$ cat src/rtl/dice_pkg.sv
// Shared definitions for the dice roll sequencer: die encodings, side counts, FSM states.
package dice_pkg;

  localparam int unsigned DIE_W = 2;
  localparam int unsigned VAL_W = 8;

  localparam logic [DIE_W-1:0] DIE_D4  = 2'b00;
  localparam logic [DIE_W-1:0] DIE_D6  = 2'b01;
  localparam logic [DIE_W-1:0] DIE_D8  = 2'b10;
  localparam logic [DIE_W-1:0] DIE_D20 = 2'b11;

  typedef enum logic [2:0] {
    S_IDLE,
    S_STROBE,
    S_WAIT,
    S_CAPTURE,
    S_DONE
  } seq_state_e;

  function automatic logic [VAL_W-1:0] sides_of(input logic [DIE_W-1:0] die);
    logic [VAL_W-1:0] sides;
    case (die)
      DIE_D4:  sides = VAL_W'(4);
      DIE_D6:  sides = VAL_W'(6);
      DIE_D8:  sides = VAL_W'(8);
      default: sides = VAL_W'(20);
    endcase
    return sides;
  endfunction

endpackage

$ cat src/rtl/dice_roll_sequencer_if.sv
// Command and result handshake bundle between control logic (master) and the sequencer (slave).
interface dice_roll_sequencer_if #(
  parameter int unsigned COUNT_W = 4,
  parameter int unsigned SUM_W   = 12
);
  logic               cmd_valid;
  logic               cmd_ready;
  logic [1:0]         cmd_die;
  logic [COUNT_W-1:0] cmd_count;
  logic               res_valid;
  logic               res_ready;
  logic [SUM_W-1:0]   res_sum;
  logic [7:0]         res_min;
  logic [7:0]         res_max;
  logic               res_err;

  modport master (
    output cmd_valid, cmd_die, cmd_count, res_ready,
    input  cmd_ready, res_valid, res_sum, res_min, res_max, res_err
  );

  modport slave (
    input  cmd_valid, cmd_die, cmd_count, res_ready,
    output cmd_ready, res_valid, res_sum, res_min, res_max, res_err
  );
endinterface

$ cat src/rtl/dice_stats_acc.sv
// Running sum (saturating), min, max and optional out-of-range flag for one command.
// Range checking is built only when DICE_RANGE_CHECK_EN is defined.
module dice_stats_acc
  import dice_pkg::*;
#(
  parameter int unsigned SUM_W = 12
) (
  input  logic             clk,
  input  logic             reset_n,
  input  logic             clear,
  input  logic             capture,
  input  logic [VAL_W-1:0] value,
  input  logic [DIE_W-1:0] die,
  output logic [SUM_W-1:0] sum,
  output logic [VAL_W-1:0] min,
  output logic [VAL_W-1:0] max,
  output logic             err
);
  localparam int unsigned EXT_W = SUM_W + 1;

  logic [SUM_W-1:0] sum_q, sum_d;
  logic [VAL_W-1:0] min_q, min_d;
  logic [VAL_W-1:0] max_q, max_d;
  logic [EXT_W-1:0] sum_ext;

  // One extra bit catches the carry so the sum can clamp instead of wrapping.
  assign sum_ext = EXT_W'(sum_q) + EXT_W'(value);

  always_comb begin
    sum_d = sum_q;
    min_d = min_q;
    max_d = max_q;
    if (clear) begin
      sum_d = '0;
      min_d = '1;
      max_d = '0;
    end else if (capture) begin
      sum_d = sum_ext[SUM_W] ? '1 : sum_ext[SUM_W-1:0];
      if (value < min_q) min_d = value;
      if (value > max_q) max_d = value;
    end
  end

  always_ff @(posedge clk or negedge reset_n) begin
    if (!reset_n) begin
      sum_q <= '0;
      min_q <= '1;
      max_q <= '0;
    end else begin
      sum_q <= sum_d;
      min_q <= min_d;
      max_q <= max_d;
    end
  end

  assign sum = sum_q;
  assign min = min_q;
  assign max = max_q;

`ifdef DICE_RANGE_CHECK_EN
  logic err_q, err_d;

  always_comb begin
    err_d = err_q;
    if (clear) begin
      err_d = 1'b0;
    end else if (capture && ((value == '0) || (value > sides_of(die)))) begin
      err_d = 1'b1;
    end
  end

  always_ff @(posedge clk or negedge reset_n) begin
    if (!reset_n) err_q <= 1'b0;
    else          err_q <= err_d;
  end

  assign err = err_q;
`else
  logic unused_die;
  assign unused_die = ^die;
  assign err        = 1'b0;
`endif

endmodule

$ cat src/rtl/dice_roll_sequencer.sv
// Drives dice_roller one roll at a time for an N-dice command and returns sum/min/max.
// Optional range checking of each roll is enabled by defining DICE_RANGE_CHECK_EN.
module dice_roll_sequencer
  import dice_pkg::*;
#(
  parameter int unsigned COUNT_W      = 4,
  parameter int unsigned SUM_W        = 12,
  parameter int unsigned ROLL_LATENCY = 1
) (
  input  logic                  clk,
  input  logic                  reset_n,
  dice_roll_sequencer_if.slave  bus,
  output logic                  roll,
  output logic [DIE_W-1:0]      die_select,
  input  logic [VAL_W-1:0]      rolled_number
);
  localparam int unsigned WAIT_W = 3;
  localparam logic [WAIT_W-1:0] WAIT_RELOAD = WAIT_W'(ROLL_LATENCY - 1);

  seq_state_e state_q, state_d;

  logic [DIE_W-1:0]   die_q, die_d;
  logic [COUNT_W-1:0] left_q, left_d;
  logic [WAIT_W-1:0]  wait_q, wait_d;
  logic               zero_q, zero_d;
  logic               roll_q, roll_d;
  logic               rdy_q, rdy_d;
  logic               valid_q, valid_d;
  logic [SUM_W-1:0]   res_sum_q;
  logic [VAL_W-1:0]   res_min_q, res_max_q;
  logic               res_err_q;

  logic               acc_clear, acc_cap, load_res;
  logic [SUM_W-1:0]   acc_sum;
  logic [VAL_W-1:0]   acc_min, acc_max;
  logic               acc_err;

  always_ff @(posedge clk or negedge reset_n) begin
    if (!reset_n) state_q <= S_IDLE;
    else          state_q <= state_d;
  end

  always_comb begin
    state_d   = state_q;
    die_d     = die_q;
    left_d    = left_q;
    wait_d    = wait_q;
    zero_d    = zero_q;
    acc_clear = 1'b0;
    acc_cap   = 1'b0;
    unique case (state_q)
      S_IDLE: begin
        if (bus.cmd_valid && rdy_q) begin
          die_d     = bus.cmd_die;
          left_d    = bus.cmd_count;
          zero_d    = (bus.cmd_count == '0);
          acc_clear = 1'b1;
          state_d   = (bus.cmd_count == '0) ? S_DONE : S_STROBE;
        end
      end
      S_STROBE: begin
        wait_d  = WAIT_RELOAD;
        state_d = S_WAIT;
      end
      S_WAIT: begin
        if (wait_q == '0) state_d = S_CAPTURE;
        else              wait_d  = wait_q - WAIT_W'(1);
      end
      S_CAPTURE: begin
        acc_cap = 1'b1;
        left_d  = left_q - COUNT_W'(1);
        state_d = (left_q == COUNT_W'(1)) ? S_DONE : S_STROBE;
      end
      S_DONE: begin
        if (valid_q && bus.res_ready) state_d = S_IDLE;
      end
      default: state_d = S_IDLE;
    endcase
    // Outputs are registered from the next state; res_valid trails DONE entry by one
    // cycle so the result registers are loaded before it is presented.
    roll_d   = (state_d == S_STROBE);
    rdy_d    = (state_d == S_IDLE);
    valid_d  = (state_q == S_DONE) && (state_d == S_DONE);
    load_res = (state_q == S_DONE) && !valid_q;
  end

  always_ff @(posedge clk or negedge reset_n) begin
    if (!reset_n) begin
      die_q     <= DIE_D4;
      left_q    <= '0;
      wait_q    <= '0;
      zero_q    <= 1'b0;
      roll_q    <= 1'b0;
      rdy_q     <= 1'b1;
      valid_q   <= 1'b0;
      res_sum_q <= '0;
      res_min_q <= '0;
      res_max_q <= '0;
      res_err_q <= 1'b0;
    end else begin
      die_q   <= die_d;
      left_q  <= left_d;
      wait_q  <= wait_d;
      zero_q  <= zero_d;
      roll_q  <= roll_d;
      rdy_q   <= rdy_d;
      valid_q <= valid_d;
      if (load_res) begin
        res_sum_q <= acc_sum;
        res_min_q <= zero_q ? '0 : acc_min;
        res_max_q <= acc_max;
        res_err_q <= acc_err;
      end
    end
  end

  dice_stats_acc #(.SUM_W(SUM_W)) u_acc (
    .clk     (clk),
    .reset_n (reset_n),
    .clear   (acc_clear),
    .capture (acc_cap),
    .value   (rolled_number),
    .die     (die_q),
    .sum     (acc_sum),
    .min     (acc_min),
    .max     (acc_max),
    .err     (acc_err)
  );

  assign roll          = roll_q;
  assign die_select    = die_q;
  assign bus.cmd_ready = rdy_q;
  assign bus.res_valid = valid_q;
  assign bus.res_sum   = res_sum_q;
  assign bus.res_min   = res_min_q;
  assign bus.res_max   = res_max_q;
  assign bus.res_err   = res_err_q;

endmodule

$ cat src/flat_wrapper.sv
// flat-port wrapper written by rule: the top's interface ports become plain ports
module dice_roll_sequencer_flat import dice_pkg::*;
#(
  parameter int unsigned COUNT_W      = 4,
  parameter int unsigned SUM_W        = 12,
  parameter int unsigned ROLL_LATENCY = 1
)
  (clk, reset_n, roll, die_select, rolled_number, bus_cmd_valid, bus_cmd_die, bus_cmd_count, bus_res_ready, bus_cmd_ready, bus_res_valid, bus_res_sum, bus_res_min, bus_res_max, bus_res_err);
  dice_roll_sequencer_if #(.COUNT_W(COUNT_W), .SUM_W(SUM_W)) bus_i ();
  input  logic clk;
  input  logic reset_n;
  output logic roll;
  output logic [DIE_W-1:0] die_select;
  input  logic [VAL_W-1:0] rolled_number;
  input wire logic [$bits(bus_i.cmd_valid)-1:0] bus_cmd_valid;
  input wire logic [$bits(bus_i.cmd_die)-1:0] bus_cmd_die;
  input wire logic [$bits(bus_i.cmd_count)-1:0] bus_cmd_count;
  input wire logic [$bits(bus_i.res_ready)-1:0] bus_res_ready;
  output wire logic [$bits(bus_i.cmd_ready)-1:0] bus_cmd_ready;
  output wire logic [$bits(bus_i.res_valid)-1:0] bus_res_valid;
  output wire logic [$bits(bus_i.res_sum)-1:0] bus_res_sum;
  output wire logic [$bits(bus_i.res_min)-1:0] bus_res_min;
  output wire logic [$bits(bus_i.res_max)-1:0] bus_res_max;
  output wire logic [$bits(bus_i.res_err)-1:0] bus_res_err;
  assign bus_i.cmd_valid = bus_cmd_valid;
  assign bus_i.cmd_die = bus_cmd_die;
  assign bus_i.cmd_count = bus_cmd_count;
  assign bus_i.res_ready = bus_res_ready;
  assign bus_cmd_ready = bus_i.cmd_ready;
  assign bus_res_valid = bus_i.res_valid;
  assign bus_res_sum = bus_i.res_sum;
  assign bus_res_min = bus_i.res_min;
  assign bus_res_max = bus_i.res_max;
  assign bus_res_err = bus_i.res_err;
  dice_roll_sequencer #(.COUNT_W(COUNT_W), .SUM_W(SUM_W), .ROLL_LATENCY(ROLL_LATENCY)) u_core (.clk(clk), .reset_n(reset_n), .bus(bus_i), .roll(roll), .die_select(die_select), .rolled_number(rolled_number));
endmodule
$ cat config.mk
export PLATFORM = sky130hd
export DESIGN_NAME = dice_roll_sequencer_flat
export DESIGN_NICKNAME = d
export VERILOG_FILES = /design/src/rtl/dice_pkg.sv /design/src/rtl/dice_roll_sequencer_if.sv /design/src/rtl/dice_stats_acc.sv /design/src/rtl/dice_roll_sequencer.sv /design/src/flat_wrapper.sv
export SDC_FILE = /design/constraint.sdc
export NUM_CORES = 1
export LEC_CHECK = 0
export CAP_MARGIN = 20
export CORE_MARGIN = 2
export CORE_UTILIZATION = 60
export CTS_CLUSTER_DIAMETER = 150
export DETAILED_ROUTE_END_ITERATION = 8
export PLACE_DENSITY = 0.85
export SETUP_SLACK_MARGIN = 0.3
export SKIP_LAST_GASP = 1
export SLEW_MARGIN = 10
export SYNTH_ARGS = -nofsm -noshare
export SYNTH_HDL_FRONTEND = slang
export SYNTH_HIERARCHICAL = 1
export SYNTH_SLANG_ARGS = --single-unit
$ cat constraint.sdc
create_clock -name clk -period 3.1 [get_ports clk]
set_input_delay 0.775 -clock clk [delete_from_list [all_inputs] [get_ports clk]]
set_output_delay 0.775 -clock clk [all_outputs]
set_load 0.005 [all_outputs]
==> results of run 1 <==
-- cell families (layout without fill, tap and decap cells) --
family | count (synthesis) | in the layout | share of synthesized area, %
xor gates and xnor gates | 6 | 6 | 1.28
AOI/OAI and AO/OA | 73 | 73 | 13.7
DFF | 73 | 73 | 44.7
and+or+nand+nor | 124 | 124 | 15.4
buffers and inverters | 39 | 103 | 4.97
adders and majority gates | 28 | 28 | 8.71
muxes | 38 | 38 | 11.2
other | 1 | 1 | 0.0913
-- routing by layer --
metal,GRT usage [%],vias up
met1,33.7,1520
li1,-,1453
met2,43.5,94
met3,4.19,22
met4,13.4,0
met5,0,-
-- critical path, stage by stage --
cell	delay, ns
clkdlybuf4s50_1	0.46
ha_1	0.25
fa_1	0.41
a211oi_2	0.26
o21a_4	0.19
a21oi_1	0.12
and4_1	0.25
nor3_1	0.22
-- repair_timing --
item	4_1_cts	5_1_grt
endpoints found under the setup margin	0	1
hold buffers	0	0
gates resized for setup	0	1
-- metrics by stage --
stage	cells	setup TNS [ns]	util [%]	total power, uW	hold slack (ns)
after global routing	526	0	73.1	4930	0.513
after global placement	510	0	70.2	3710	0.459
final	526	0	73.1	4580	0.467
after floorplan	382	0	-	3070	0.470
after CTS	526	0	73.0	4580	0.486
after detailed placement	510	-0.00322	70.2	3820	0.466
-- flip-flops by register name (all words and copies together), names as in the netlist --
register,flops
u_core/die_select,2
u_core/bus.res_max,8
u_core/roll,1
u_core/bus.res_min,8
u_core/wait_q,3
u_core/u_acc/sum,12
u_core/bus.cmd_ready,1
u_core/left_q,4
u_core/u_acc/min,8
u_core/u_acc/max,8
u_core/bus.res_valid,1
u_core/bus.res_err,1
u_core/state_q,3
u_core/bus.res_sum,12
u_core/zero_q,1
-- power breakdown --
group	internal [uW]	switching, uW
Clock	368	364
Sequential	1390	370
Combinational	1120	967
Total	2880	1700
-- worst max path at each step --
stage | startpoint | end | slack, ns | cells past startpoint
6_report | rolled_number[0] | u_core/u_acc/sum[10] | 0.41 | 8
5_1_grt | rolled_number[6] | u_core/u_acc/sum[10] | 0.30 | 7
4_1_cts | rolled_number[0] | u_core/u_acc/sum[10] | 0.36 | 8
3_5_place_dp | rolled_number[0] | u_core/u_acc/sum[10] | -0.003 | 8
3_3_place_gp | rolled_number[5] | u_core/u_acc/sum[4] | 0.16 | 7
2_1_floorplan | rolled_number[0] | u_core/u_acc/sum[7] | 0.69 | 7
-- placed cells by master (no fill, tap or decap), types with 2 or more instances in the layout --
| master | Yosys | final |
|---|---|---|
| xnor2_1 | 3 | 3 |
| clkdlybuf4s50_1 | 0 | 50 |
| nor4_1 | 3 | 3 |
| nor2b_1 | 4 | 4 |
| a21o_1 | 6 | 6 |
| a211oi_2 | 1 | 2 |
| mux2_2 | 7 | 7 |
| a211oi_1 | 5 | 4 |
| inv_1 | 21 | 21 |
| nand2_1 | 32 | 32 |
| clkinv_2 | 0 | 3 |
| clkinvlp_4 | 0 | 2 |
| nand2b_1 | 28 | 28 |
| ha_1 | 27 | 27 |
| o21ai_0 | 14 | 14 |
| nor3_1 | 3 | 3 |
| buf_12 | 0 | 2 |
| xor2_1 | 3 | 3 |
| nand4_1 | 4 | 4 |
| a311oi_1 | 6 | 6 |
| clkbuf_8 | 0 | 9 |
| buf_4 | 1 | 11 |
| nor2_1 | 32 | 32 |
| o211ai_1 | 3 | 3 |
| nand3_1 | 6 | 6 |
| and3_1 | 2 | 2 |
| o21bai_1 | 4 | 4 |
| nor3_2 | 2 | 2 |
| nand3b_1 | 2 | 2 |
| a22o_1 | 2 | 2 |
| mux2i_1 | 17 | 17 |
| dfstp_2 | 9 | 9 |
| mux2_4 | 14 | 14 |
| a21oi_1 | 14 | 14 |
| dfrtp_1 | 64 | 64 |
-- layout make-up --
type | count | area [um2]
clock buffers | 10 | 128
clock inverters | 6 | 60.1
fillers | 456 | 1810
inverters | 23 | 86.3
multi-input cells | 270 | 2070
flip-flops and latches | 73 | 1840
well taps | 80 | 100
repair buffers | 64 | 628
==> results_dict.tcl, run 1 <==
set metrics [dict create \
    postLayoutCellArea_mm2 0.00491 \
    fp.coreArea_mm2 0.00672 \
    max_slew_margin_pct 27.5 \
    cts_tree "yes" \
    start_kind "primary input" \
    antenna_found_initial 0 \
    tightest_slew_ns 1.08 \
    yosysTopAreaCellShare_pct 39.0 \
    power_density_mw_per_mm2 934 \
    synth_most_common_cell "dfrtp_1" \
    synth_seq_cells 73 \
    overflow 0 \
    critical_path_class "in -> reg" \
    r2r_end "u_core/u_acc/min[6]" \
    dr_wl_met2_mm 4.56 \
    grt_pass1_wl_mm 15.3 \
    netlist_top_cells_count "dfrtp_1 (64), nand2_1 (32), nor2_1 (32), nand2b_1 (28), ha_1 (27)" \
    place_congestion 0.850 \
    clock_path_buffers 2 \
    cap_violations 0 \
    syn_to_final_growth_pct 19.6 \
    fp.dieArea_mm2 0.00752 \
    wl_per_cell_um 17.2 \
    cts_setup_buffers 0 \
    wl_met1_mm 3.86 \
    grt_pass1_vias 3207 \
    initial_core_util_pct 61.1 \
    synth_fp_nets 428 \
    hold_violations 0 \
    irDropWorstVdd_uv 505 \
    routed_wl_mm 9.03 \
    r2r_slack_ns 0.65 \
    postLayoutSetupSlackWorst_ns 0.411 \
    dr_wl_met3_um 399 \
    synthTopCellsByArea "dfrtp_1 (39%), ha_1 (8.2%), dfstp_2 (5.8%)" \
    hpwl_mm 6.28 \
    yosysWarnings 6 \
    port_buffers 51 \
    clock-skew-final_ns 0.0127 \
    rsz0062_at_grt "false" \
    drt_iter0_markers 137 \
    vias 3089 \
    cts_buffers 9 \
    dr.max_layer_used "met4" \
    p_leak_uw 0.00228 \
    status "completed" \
    die_w_um 86.7 \
    drive_above_1_share_pct 17.0 \
    htreeDepth 3 \
    clock.fmax_mhz 372 \
    finalCritPeriodShare_pct 86.8 \
    grt_max_degree 48 \
    dpl_worst_slack_ns -0.00322 \
    hp-class "in -> async" \
    clkSinkCount 73 \
    avgSynthCellArea_um2 10.8 \
    cts_root_buffer "clkbuf_8" \
    viasPerCell 5.87 \
    dieHeight_um 86.7 \
    antennaDiodeCount 0 \
    synth_cells 382 \
    drc 0 \
    place_area_mm2 0.00472 \
    synth_edf_count 0 \
    setup_violations 0 \
    clk_pin_slew_ns 0.09 \
    r2r_cells 5 \
    finalMaxSlewViolations 0 \
    yosysUniqueCellTypes 61 \
    cp-end-kind "flip-flop" \
    drtPass1Iterations 7 \
    async_flop_share_pct 100 \
    cp.required_ns 3.35 \
    synth_seq_area_share_pct 44.7 \
    period_needed_ns 2.69 \
    fin_nets 487 \
    io_pins 52 \
    cp_max_fo 4 \
    syn-cell-area_mm2 0.00411 \
    rows 30 \
    cp_data_arrival_time_ns 2.94 \
    yosys.area.top_type "dfrtp_1" \
    clock_latency_ns 0.35 \
    grt_usage_pct 26.4 \
    ys.flop_type "dfrtp_1" \
    drtAntennaViolNets 0 \
    worstReg2RegStart "u_core/state_q[0]" \
]
Power figures use the tool's default switching activity.
==> run 2: changes to the inputs <==
--- a/config.mk
+++ b/config.mk
@@ -7,10 +7,12 @@
 export LEC_CHECK = 0
 export CAP_MARGIN = 20
 export CORE_MARGIN = 2
-export CORE_UTILIZATION = 60
+export CORE_UTILIZATION = 64
 export CTS_CLUSTER_DIAMETER = 150
 export DETAILED_ROUTE_END_ITERATION = 8
-export PLACE_DENSITY = 0.85
+export DONT_BUFFER_PORTS = 1
+export GPL_ROUTABILITY_DRIVEN = 0
+export PLACE_DENSITY = 0.8
 export SETUP_SLACK_MARGIN = 0.3
 export SKIP_LAST_GASP = 1
 export SLEW_MARGIN = 10
==> results_dict.tcl, run 2 (same netlist as run 1, synthesis figures left out) <==
set metrics [dict create \
    r2r_cells 7 \
    cp-end-kind "flip-flop" \
    dieHeight_um 84.1 \
    cap_violations 0 \
    nFillCells 470 \
    fp.dieArea_mm2 0.00708 \
    drtPass1Iterations 4 \
    irDropWorstVdd_uv 539 \
    antenna_found_initial 0 \
    clock.fmax_mhz 446 \
    crit_chain "ha_1, fa_1, a211oi_1, o21a_4, a21oi_1, and4_1, nor3_1" \
    viasPerCell 6.01 \
    overflow 0 \
    die_w_um 84.1 \
    rsz0062_at_grt "false" \
    vias 2776 \
    cts_tree "yes" \
    r2r_end "u_core/u_acc/sum[10]" \
    max_slew_margin_pct 59.7 \
    r2r_slack_ns 0.86 \
    htreeDepth 3 \
    syn_to_final_growth_pct 5.42 \
    cp_data_arrival_time_ns 2.50 \
    power_density_mw_per_mm2 974 \
    final_common_cell "dfrtp_1" \
    cts_root_buffer "clkbuf_8" \
    wl_per_cell_um 16.9 \
    routed_wl_mm 7.82 \
    p_leak_uw 0.00205 \
    period_needed_ns 2.24 \
    tightest_slew_ns 0.604 \
    start_kind "flip-flop" \
    clock_latency_ns 0.35 \
    finalMaxSlewViolations 0 \
    hp-class "in -> async" \
    drive_above_1_share_pct 16.6 \
    cp.required_ns 3.36 \
    setup_violations 0 \
    fp.coreArea_mm2 0.00628 \
    status "completed" \
    clk_pin_slew_ns 0.08 \
    fin_setup_tns_ns 0 \
    io_pins 52 \
    rows 29 \
    hpwl_mm 5.28 \
    drc 0 \
    initial_core_util_pct 65.4 \
    clkSinkCount 73 \
    clock-skew-final_ns 0.0103 \
    cts_buffers 9 \
    grt_max_degree 74 \
    cp_slowest_cell "dfrtp_1" \
    worstReg2RegStart "u_core/u_acc/sum[0]" \
    antennaDiodeCount 0 \
    drt_iter0_markers 150 \
    clock_path_buffers 2 \
    p_total_uw 4220 \
    crit_start "u_core/u_acc/sum[0]" \
    fin_nets 426 \
    finalCritPeriodShare_pct 72.3 \
    cts.repair.resized 0 \
    dpl_worst_slack_ns 0.563 \
    ctsHoldBuffers 0 \
    grt_pass1_wl_mm 13.1 \
    drtAntennaViolNets 0 \
    critPathMaxStageDelay_ns 0.43 \
    cts_setup_buffers 0 \
    cp_max_fo 4 \
    port_buffers 0 \
    critical_path_class "reg -> reg" \
    hold_violations 0 \
    grt_pass1_vias 2783 \
    postLayoutSetupSlackWorst_ns 0.860 \
    final_cell_mix "dfrtp_1 (64), nor2_1 (32), nand2_1 (32), nand2b_1 (28), ha_1 (27)" \
    grt_usage_pct 23.4 \
]
==> run 2: metrics by stage <==
stage	utilization, %	std cells	hold slack, ns	cell area (um2)
global placement	65.5	446	0.482	4110
floorplan	-	382	0.470	4110
CTS	69.0	462	0.0993	4330
global route	69.0	462	0.0858	4330
finish	69.0	462	0.112	4330
detailed placement	65.5	446	0.481	4110
==> run 2: cell type report <==
class | count | area, um2 | share of cell area [%]
flip-flops and latches | 73 | 1840 | 42.4
well taps | 77 | 96.3 | 2.22
inverters | 23 | 86.3 | 1.99
clock buffers | 11 | 141 | 3.26
clock inverters | 5 | 80.1 | 1.85
repair buffers | 3 | 22.5 | 0.520
multi-input cells | 270 | 2070 | 47.7
==> run 2: routing by layer <==
metal	wire length (um)	vias to the layer above	track usage, %
met5	0	-	0
met4	106	0	9.09
met3	417	11	6.23
met2	3750	69	36.8
met1	3540	1367	31.1
li1	-	1329	-
==> run 2: power breakdown <==
group,leakage [uW],internal [uW],total [uW],switching (uW)
Combinational,0.00105,784,1600,818
Clock,0.000106,474,830,356
Sequential,0.000896,1390,1780,390
Total,0.00205,2650,4220,1560
==> run 2: critical path: cells and delay by family, from the launching register on <==
| family | cells | cell delay [ns] |
|---|---|---|
| fa+ha+maj | 2 | 0.66 |
| simple gates | 2 | 0.38 |
| compound gates | 3 | 0.68 |
| flops | 1 | 0.43 |
==> run 2: how the worst max path moves through the flow <==
stage                            to  slack, ns
2_1_floorplan   u_core/u_acc/sum[7]       0.69
3_3_place_gp   u_core/u_acc/sum[10]       0.60
3_5_place_dp    u_core/u_acc/sum[7]       0.56
4_1_cts        u_core/u_acc/sum[10]       0.89
5_1_grt         u_core/u_acc/sum[7]       0.78
6_report       u_core/u_acc/sum[10]       0.86
==> run 3: changes to the inputs <==
==> constraint.sdc (replaced) <==
create_clock -name clk -period 2.2 [get_ports clk]
set_input_delay 0.55 -clock clk [delete_from_list [all_inputs] [get_ports clk]]
set_output_delay 0.55 -clock clk [all_outputs]
set_load 0.005 [all_outputs]
==> results_dict.tcl, run 3 (same netlist as run 1, synthesis figures left out) <==
set metrics [dict create \
    status "finished, violations left" \
    violations "hold timing" \
    port_buffers 0 \
    io_pins 52 \
    critical_path_class "reg -> reg" \
    nFillCells 388 \
    antennaDiodeCount 0 \
    r2r_cells 7 \
    die_w_um 84.1 \
    cts_buffers 9 \
    rows 29 \
    worstReg2RegStart "u_core/u_acc/sum[0]" \
    r2r_slack_ns 0.23 \
    wl_per_cell_um 18.4 \
    vias 2872 \
    cts_root_buffer "clkbuf_8" \
    cp_max_fo 6 \
    grt_usage_pct 25.4 \
    fp.dieArea_mm2 0.00708 \
    clock_latency_ns 0.35 \
    start_kind "flip-flop" \
    antenna_found_initial 0 \
    fin_nets 444 \
    seq_area_mm2 0.00184 \
    fin_setup_tns_ns 0 \
    clk_pin_slew_ns 0.08 \
    hold_ws_ns -0.115 \
    dr.max_layer_used "met4" \
    wl_met1_mm 3.87 \
    syn_to_final_growth_pct 15.5 \
    routed_wl_mm 8.82 \
    clock_path_buffers 2 \
    cp-end-kind "flip-flop" \
    clock-skew-final_ns 0.00915 \
    irDropWorstVdd_uv 796 \
    overflow 0 \
    dr_wl_met2_mm 4.42 \
    cp.required_ns 2.43 \
    rsz0062_at_grt "true" \
    drc 0 \
    max_slew_margin_pct 66.4 \
    initial_core_util_pct 65.4 \
    dpl_worst_slack_ns 0.0997 \
    drtPass1Iterations 4 \
    viasPerCell 5.98 \
    dr_wl_met3_um 393 \
    setup_violations 0 \
    clock.fmax_mhz 507 \
    final_cell_mix "dfrtp_1 (63), nor2_1 (32), nand2_1 (31), nand2b_1 (28), inv_1 (18)" \
    finalNonFillerCells 480 \
    clkSinkCount 73 \
    multi_input_area_mm2 0.00231 \
    cp_data_arrival_time_ns 2.20 \
    hp-class "in -> async" \
    period_needed_ns 1.97 \
    hold_violations 64 \
    grt_max_degree 74 \
    power_density_mw_per_mm2 1400 \
    tightest_slew_ns 0.499 \
    finalCritPeriodShare_pct 89.6 \
    cts_tree "yes" \
    drt_iter0_markers 200 \
    hpwl_mm 5.46 \
    drtAntennaViolNets 0 \
    p_leak_uw 0.00216 \
    final_common_cell "dfrtp_1" \
    fp.coreArea_mm2 0.00628 \
    grt_pass1_wl_mm 14.2 \
    dieHeight_um 84.1 \
    cap_violations 0 \
    postLayoutSetupSlackWorst_ns 0.229 \
    grt_pass1_vias 2917 \
    finalMaxSlewViolations 0 \
    htreeDepth 3 \
    r2r_end "u_core/u_acc/sum[0]" \
    drive_above_1_share_pct 28.0 \
    dp.cells 452 \
]
[run 3: changes by cell type in the layout (fill, tap and decap cells not counted), moves of 3 or more]
cell | before | now
a211oi_1 | 5 | 1
buf_4 | 3 | 16
a311oi_2 | 0 | 5
inv_2 | 1 | 4
inv_1 | 21 | 18
a311oi_1 | 6 | 1
a211oi_2 | 1 | 5
ha_4 | 0 | 10
ha_1 | 27 | 17
buf_12 | 0 | 3
[run 3: worst max path at each step]
stage               cells past startpoint             endpoint                 from
floorplan                               7  u_core/u_acc/sum[9]     rolled_number[0]
global placement                        7  u_core/u_acc/sum[9]     rolled_number[0]
detailed placement                      6  u_core/u_acc/sum[5]     rolled_number[7]
CTS                                     7  u_core/u_acc/sum[9]  u_core/u_acc/sum[0]
global route                            7  u_core/u_acc/sum[5]  u_core/u_acc/sum[0]
finish                                  7  u_core/u_acc/sum[0]  u_core/u_acc/sum[0]
[run 3: per-stage QoR]
stage / total power [uW] / area [um2] / util [%]
floorplan: 4430 / 4190 / -
global route: 7090 / 4740 / 75.6
finish: 6650 / 4740 / 75.6
CTS: 6330 / 4580 / 73.0
global placement: 4860 / 4260 / 67.8
detailed placement: 4980 / 4260 / 67.8
[run 3: report_power, final]
part | total, uW | switching (uW) | internal [uW]
clock network | 1130 | 499 | 633
registers | 2480 | 516 | 1970
logic | 3030 | 1500 | 1530
total | 6650 | 2510 | 4140
[run 3: final cells by class]
cell class                      count  share of cell area, %
Clock buffer                       10                   2.69
Clock inverter                      6                   1.74
Inverter                           23                   1.82
Multi-Input combinational cell    270                   48.7
Sequential cell                    73                   38.8
Tap cell                           77                   2.03
Timing Repair Buffer               21                   4.27
[run 3: per-layer routing]
| layer | GRT usage, % | up-vias |
|---|---|---|
| met5 | 0 | - |
| met2 | 41.2 | 78 |
| met4 | 9.68 | 0 |
| met3 | 6.43 | 13 |
| met1 | 33.2 | 1411 |
| li1 | - | 1370 |
[run 3: worst max-delay path, cell delays in order, from the launching register on]
cell      delay (ns)
dfrtp_1         0.44
ha_4            0.19
fa_2            0.36
a211oi_2        0.25
o21a_4          0.20
a211oi_4        0.09
nor2_1          0.22
a211oi_2        0.11
[run 3: repair_timing]
| item | in CTS | in global routing |
|---|---|---|
| setup endpoints to repair | 20 | 26 |
| endpoints found under the hold margin | 64 | 64 |
| gates resized for setup | 9 | 20 |
| setup buffers | 6 | 6 |
| pin swaps | 16 | 7 |
==> edit, RTL diff (config.mk and constraints of run 3) <==
Take the reset off `sum_q` and load it in a clocked block of its own.
--- a/src/rtl/dice_stats_acc.sv
+++ b/src/rtl/dice_stats_acc.sv
@@ -44,12 +44,14 @@
   always_ff @(posedge clk or negedge reset_n) begin
     if (!reset_n) begin
-      sum_q <= '0;
       min_q <= '1;
       max_q <= '0;
     end else begin
-      sum_q <= sum_d;
       min_q <= min_d;
       max_q <= max_d;
     end
+  end
+
+  always_ff @(posedge clk) begin
+    sum_q <= sum_d;
   end
 
Check against the original RTL: no difference found for any inputs over 10 cycles, from zero or initial values and one cycle with reset_n low; that may be too few to reach the edited logic, so the function may still have changed.
==> edit against run 3 <==
- power up 0.97%
- wire length is 1.1% lower
- clock skew is 0.0055 ns higher
- synthesized area is 2.7% lower
- critical endpoint is now u_core/u_acc/sum[11]
- design area down 2.0%
- sequential cell count is the same
- worst setup slack got worse by 0.088 ns
- fmax fell by 4.3%
- clock power is 4% higher
- highest routed layer unchanged
- critical path type unchanged
==> edit: results (changes against run 3) <==
H-tree Lvls=3 (unchanged); HPWL Detailed=5.53 mm (+1.4%); Post-DP Area=0.00419 sq mm (-1.7%); Crit Path Max Fanout=4 (-2); GRT Util Overall=25.2% (-0.20 points); syn_nets=416 (-2.8%); grt met3 use=6.56% (+0.13 points); Post-synth ARST share=83.6% (-16 points); grt met2 use=39.6% (-1.6 points); GR Util met1=35.3% (+2.1 points); detail-routed via count per cell=6.11 (+2.1%); wire length of the first global-routing pass=14.0 mm (-1.6%); layout cells sized above 1=29.8% (+1.7 points); Synth area leaders=dfrtp_1 33%, ha_1 8.5%, dfxtp_1 6.0%, dfstp_2 5.9%, mux2_4 5.3%; vias in the first global route=2717 (-6.9%); CTS Buf Count=9 (unchanged); Post-synth top cells=52 x dfrtp_1, 41 x nor2_1, 27 x ha_1, 27 x nand2_1, 24 x inv_1; LEAKAGE=2.20 nW (+1.8%); overall routed net length=8.72 mm (-1.1%); critical path arrival=2.29 ns (+0.09 ns); Final #Nets=441 (-0.68%); Max IR drop VDD=0.908 mV (+14%); final clock skew=0.0147 ns (+0.00551 ns); Netlist cell types=64 (+4.9%); pin count of the biggest net entering global routing=53 (-28%); worst slack, placed=-0.0511 ns (-0.151 ns); sequential share of the synthesized area=44.5% (-0.26 points); status=finished clean
-- edit: cell types whose count changed in the layout (fill, tap and decap cells not counted), sizes merged, moves of 5 or more --
| cell | run 3 | this run |
|---|---|---|
| dfxtp | 0 | 12 |
| dfrtp | 64 | 52 |
| nor2 | 33 | 42 |
| nand2b | 28 | 11 |
| buf | 21 | 29 |
| nand2 | 32 | 27 |
-- edit: cells by family after synthesis --
group | count (synthesis) | share of synthesized area, %
AOI/OAI and AO/OA | 72 | 14.4
xor gates and xnor gates | 7 | 1.53
adders and majority gates | 28 | 8.95
buffers and inverters | 40 | 5.29
and+or+nand+nor | 111 | 13.7
muxes | 38 | 11.5
DFF | 73 | 44.5
other | 1 | 0.0938
-- edit: report_power, final --
part | internal [W] | leakage (nW) | total [W] | switching (W)
Combinational | 0.00155 | 1.24 | 0.00308 | 0.00152
Sequential | 0.00197 | 0.856 | 0.00246 | 0.000488
Clock | 0.000668 | 0.106 | 0.00118 | 0.000507
-- edit: final cells by class --
class	count	area, sq um
well taps	75	93.8
multi-input cells	257	2180
fillers	356	1340
clock buffers	11	141
repair buffers	29	278
inverters	25	93.8
clock inverters	5	80.1
flip-flops and latches	73	1780
-- edit: per-stage QoR --
step / cells / TNS (ns) / power (W) / hold slack [ns] / util (%)
after global placement: 446 / -0.0119 / 0.00492 / 0.256 / 69.9
after floorplan: 370 / 0 / 0.00447 / 0.254 / -
after global routing: 475 / 0 / 0.00714 / 0.0128 / 77.6
after detailed placement: 446 / -0.320 / 0.00508 / 0.256 / 69.9
after CTS: 470 / 0 / 0.00644 / 0.0216 / 75.6
final: 475 / 0 / 0.00671 / 0.0307 / 77.6
-- edit: worst paths after layout --
check	startpoint	end	slack, ns	cells past startpoint
max reg2reg	u_core/u_acc/sum[0]	u_core/u_acc/sum[11]	0.14	7
min	reset_n	u_core/u_acc/min[5]	0.03	0
max	u_core/u_acc/sum[0]	u_core/u_acc/sum[11]	0.14	7
max in group asynchronous	reset_n	u_core/bus.res_sum[7]	1.92	1
min reg2reg	u_core/bus.res_min[2]	u_core/bus.res_min[2]	0.51	2
min in group clk	bus_cmd_die[0]	u_core/die_select[0]	0.30	2
-- edit: worst max-delay path: stages (launching register included) --
cell and delay [ns]:
dfxtp_2 0.34, ha_4 0.16, fa_2 0.35, a21o_1 0.21, a221oi_4 0.34, o22ai_2 0.20, and4b_1 0.30, a211oi_2 0.06
-- edit: routing by layer --
| layer | part of all wire [%] | up-vias |
|---|---|---|
| met5 | 0 | - |
| met2 | 49 | 74 |
| met4 | 1.5 | 0 |
| met3 | 3.9 | 15 |
| li1 | - | 1351 |
| met1 | 45 | 1462 |
-- edit: what timing repair did --
item	CTS	global route
hold buffers	1	0
setup buffers	7	5
resized for setup	12	18
endpoints found under the hold margin	52	0
pin swaps	10	9
endpoints found under the setup margin	21	26
